**config.mk**
```make
export PLATFORM = sky130hd
export DESIGN_NAME = fifo_n_oc
export DESIGN_NICKNAME = d
export VERILOG_FILES = /design/src/rtl/fifo_n_oc.sv
export SDC_FILE = /design/constraint.sdc
export NUM_CORES = 1
export LEC_CHECK = 0
export CAP_MARGIN = 20
export CORE_AREA = 2 2 103 105
export CTS_CLUSTER_DIAMETER = 150
export DETAILED_ROUTE_END_ITERATION = 6
export DIE_AREA = 0 0 105 107
export PLACE_DENSITY = 0.9
export SLEW_MARGIN = 15
export SYNTH_ARGS = -nofsm -noshare
export SYNTH_HDL_FRONTEND = slang
export SYNTH_SLANG_ARGS = --single-unit
```
**constraint.sdc**
```tcl
create_clock -name CLK -period 4 [get_ports CLK]
set_input_delay 0.8 -clock CLK [delete_from_list [all_inputs] [get_ports CLK]]
set_output_delay 0.8 -clock CLK [all_outputs]
set_load 0.005 [all_outputs]
```
**src/rtl/fifo_n_oc.sv**
```systemverilog
// Parameterised circular-buffer FIFO with guarded enq/deq/first methods and an occupancy count.
// Optional macro FIFO_N_OC_PIPELINE_EN lets a full FIFO take an enqueue alongside a same-cycle dequeue.
module fifo_n_oc #(
    parameter  int WIDTH = 32,
    parameter  int DEPTH = 4,
    localparam int CW    = $clog2(DEPTH + 1),
    localparam int PW    = $clog2(DEPTH)
) (
    input  logic             CLK,
    input  logic             RST,
    input  logic             in_enq__ENA,
    input  logic [WIDTH-1:0] in_enq_v,
    output logic             in_enq__RDY,
    input  logic             out_deq__ENA,
    output logic             out_deq__RDY,
    output logic [WIDTH-1:0] out_first,
    output logic             out_first__RDY,
    output logic [CW-1:0]    out_count
);

    logic [WIDTH-1:0] r_mem [DEPTH];
    logic [PW-1:0]    r_wp;
    logic [PW-1:0]    r_rp;
    logic [CW-1:0]    r_count;

    logic w_full;
    logic w_nonempty;
    logic w_enq;
    logic w_deq;

    assign w_full     = (r_count == CW'(DEPTH));
    assign w_nonempty = (r_count != '0);

`ifdef FIFO_N_OC_PIPELINE_EN
    // A full FIFO can still accept when the head leaves this cycle; the
    // write lands in the slot being vacated since wp == rp when full.
    assign in_enq__RDY = !w_full || out_deq__ENA;
`else
    assign in_enq__RDY = !w_full;
`endif

    assign out_deq__RDY   = w_nonempty;
    assign out_first__RDY = w_nonempty;
    assign out_first      = r_mem[r_rp];
    assign out_count      = r_count;

    assign w_enq = in_enq__ENA  && in_enq__RDY;
    assign w_deq = out_deq__ENA && w_nonempty;

    always_ff @(posedge CLK) begin
        if (RST) begin
            r_wp    <= '0;
            r_rp    <= '0;
            r_count <= '0;
            for (int i = 0; i < DEPTH; i++) r_mem[i] <= '0;
        end else begin
            if (w_enq) begin
                r_mem[r_wp] <= in_enq_v;
                r_wp        <= r_wp + PW'(1);
            end
            if (w_deq) r_rp <= r_rp + PW'(1);
            case ({w_enq, w_deq})
                2'b10:   r_count <= r_count + CW'(1);
                2'b01:   r_count <= r_count - CW'(1);
                default: r_count <= r_count;
            endcase
        end
    end

endmodule

```
==> summary.md <==
| Metric | Value |
|---|---|
| Status | finished, final reports clean |
| Clock Tree Buf Depth | 2 |
| CTS tree | built |
| Sequential area share after synthesis | 0.6722 |
| Hpwl dp | 7409 um |
| Setup crit end | out_first[6] |
| Number of synthesis warnings | 0 |
| CTS H-tree depth | 4 |
| Clk Latency, worst-skew pair | 0.52 ns |
| Initial Util | 0.5931 |
| First-iteration detailed-routing DRC count | 211 |
| DRT Pass-1 Iters | 5 |
| Mean Syn Cell Area | 16.58 um^2 |
| Top-area cell type share of the netlist area | 0.6421 |
| Number of remaining DRC errors | 0 |
| Largest net degree at the start of global routing | 33 |
| Hold path depth | 2 |
| Die footprint | 11240 um^2 |
| Fmax | 0.2966 GHz |
| Ys flop type | edfxtp_1 |
| Routability cong. | 0.7293 |
| Via/cell ratio | 5.599 |
| Clock Sinks | 137 |
| Drt wl/cell | 20.90 um |
| Cell area after synthesis | 5986 um^2 |
| # Max-Cap Violations | 0 |
| Reg2Reg Setup Slack | 1.39 ns |
| Num CTS Buffers | 17 |
| Post-CTS Hold Buffers | 0 |
| Reg2reg path depth | 9 |
| Place WS | 1.076 ns |
| Post-Synthesis Cells | 361 |
| Area growth syn-to-layout | 24.48% |
| Startpoint Class | flip-flop |
| Core area | 10090 um^2 |
| Crit end category | output port |
| Final WS setup | 0.6279 ns |
| # rows | 37 |
| CP Class | reg -> out |
| Mapped Nets | 399 |
| Routed Antenna Nets | 0 |
| Setup_tns | 0 ns |
| WL final | 12350 um |
| Final non-filler cell area | 7451 um^2 |
| Die Y | 107 um |
| VDD IR max | 0.0002647 V |
| Unique masters post-synth | 34 |
| Root buffer cell | clkbuf_8 |
| Chip width | 105 um |
| Rel. slew slack | 0.4447 |
| Leakage | 2.683 nW |
| Num ports | 74 |
| N_diodes | 0 |
| Layout Skew | 0.008966 ns |
| Reg2reg start | out_count[2]$_SDFFE_PP0P_ |
| Layout cells sized above 1 | 0.1714 |
| Final setup viols | 0 |
| Fillers | 609 |
| Number of global-route vias before repair | 3544 |
| CP Max Fanout | 17 |
| Post-synth EDFFs | 128 |
| Worst Hold Class | reg -> reg |
| Yosys top cell by area | edfxtp_1 |
| CP Data Required Time | 3.20 ns |
| Number of port buffers | 73 |
| PwrDens | 583.3 nW/um^2 |
| Synth Register Bits | 137 |
| Grt ovf | 0 |
| Commonest cells post-synth | 128 x and2_1, 128 x edfxtp_1, 32 x mux4_2 |
| Final Net Count | 480 |
| Total global-route track usage | 0.2330 |
| Fin crit share | 0.8430 |
| Cts repair resizes | 0 |
| Final Hold Fails | 0 |
| Post-synthesis async set-or-reset flop share | 0 |
| First-pass GRT wire length | 18980 um |
| Fin. max-slew vios | 0 |
| Clock slew at reported path FFs | 0.06 ns |
| Final Power | 0.004346 W |
| Initial antenna violation count | 0 |
| Via count | 3309 |
| Critical path arrival | 2.57 ns |
| Placed cell area | 6894 um^2 |
| FF-to-FF End | out_count[2]$_SDFFE_PP0P_ |
| Post-CTS Setup Bufs | 0 |
| Synth area leaders | edfxtp_1 64%, and2_1 13%, mux4_2 12% |
| Worst slew pin tran | 0.8329 ns |
| RSZ-0062 raised after global routing | no |
| Minimum clock period | 3.372 ns |
through the flow:
step | instances | utilization | hold slack (ns)
floorplan | 361 | - | 0.4847
global placement | 559 | 0.6831 | 0.5018
detailed placement | 559 | 0.6831 | 0.5530
CTS | 591 | 0.7383 | 0.5628
global route | 591 | 0.7383 | 0.5906
finish | 591 | 0.7383 | 0.5608
metal layers:
metal	vias up	global-route usage	part of all wire
met3	30	0.04498	0.067
met5	-	0	0
met4	0	0.1200	0.030
met2	134	0.4147	0.55
li1	1493	-	-
met1	1652	0.2694	0.36
power by group:
part / total [W] / switching (W) / internal (W)
clock: 0.00148 / 0.000549 / 0.000934
combinational: 0.000988 / 0.000376 / 0.000612
sequential: 0.00188 / 0.000137 / 0.00174
registers in the layout (all words and copies together) (netlist names), named ones only:
name,cells
r_rp,2
r_mem,128
out_count,3
r_wp,2
cells in the final DEF, fill, tap and decap left out, drive strengths merged:
cell	count
and2	128
edfxtp	128
clkdlybuf4s50	73
mux4	32
clkbuf	20
buf	10
dfxtp	9
clkinv	8
nor2	6
inv	5
or3	4
xor2	3
a21oi	3
bufinv	3
nand2	2
nor3	2
o21bai	2
nor4	2
o21ai	2
o31a	1
nor3b	1
nand3	1
a41o	1
or2	1
nand2b	1
xnor2	1
o311ai	1
nor2b	1
a21o	1
fa	1
ha	1
clkinvlp	1
worst min-delay path by stage:
stage / startpoint / to / slack [ns]
global placement: r_rp[1]$_SDFFE_PP0P_ / flip-flop / 0.50
global route: r_rp[1]$_SDFFE_PP0P_ / r_rp[1]$_SDFFE_PP0P_ / 0.59
finish: r_rp[1]$_SDFFE_PP0P_ / r_rp[1]$_SDFFE_PP0P_ / 0.56
CTS: r_wp[0]$_SDFFE_PP0P_ / r_wp[0]$_SDFFE_PP0P_ / 0.56
floorplan: r_rp[1]$_SDFFE_PP0P_ / flip-flop / 0.48
detailed placement: r_wp[0]$_SDFFE_PP0P_ / r_wp[0]$_SDFFE_PP0P_ / 0.55
cell families (layout without fill, tap and decap cells):
kind of cell,after synthesis,count (layout),synth area share
AOI/OAI and AO/OA,11,11,0.01254
xor gates and xnor gates,4,4,0.005854
adders and majority gates,2,2,0.005435
buffers and inverters,26,120,0.02341
DFF,137,137,0.6722
muxes,32,32,0.1204
and+or+nand+nor,149,149,0.1601
final cells by class:
cell class	instances	area (um^2)	area share
clock inverters	12	131.4	0.01763
clock buffers	20	425.4	0.05709
inverters	5	18.77	0.002519
well taps	136	170.2	0.02284
flip-flops and latches	137	4026	0.5404
repair buffers	83	818.3	0.1098
multi-input cells	198	1861	0.2497
critical path, stage by stage (launching register included):
cell             delay [ns]
dfxtp_2                0.72
buf_12                 0.27
mux4_2                 0.54
clkdlybuf4s50_1        0.50
(Power assumes the default switching activity.)
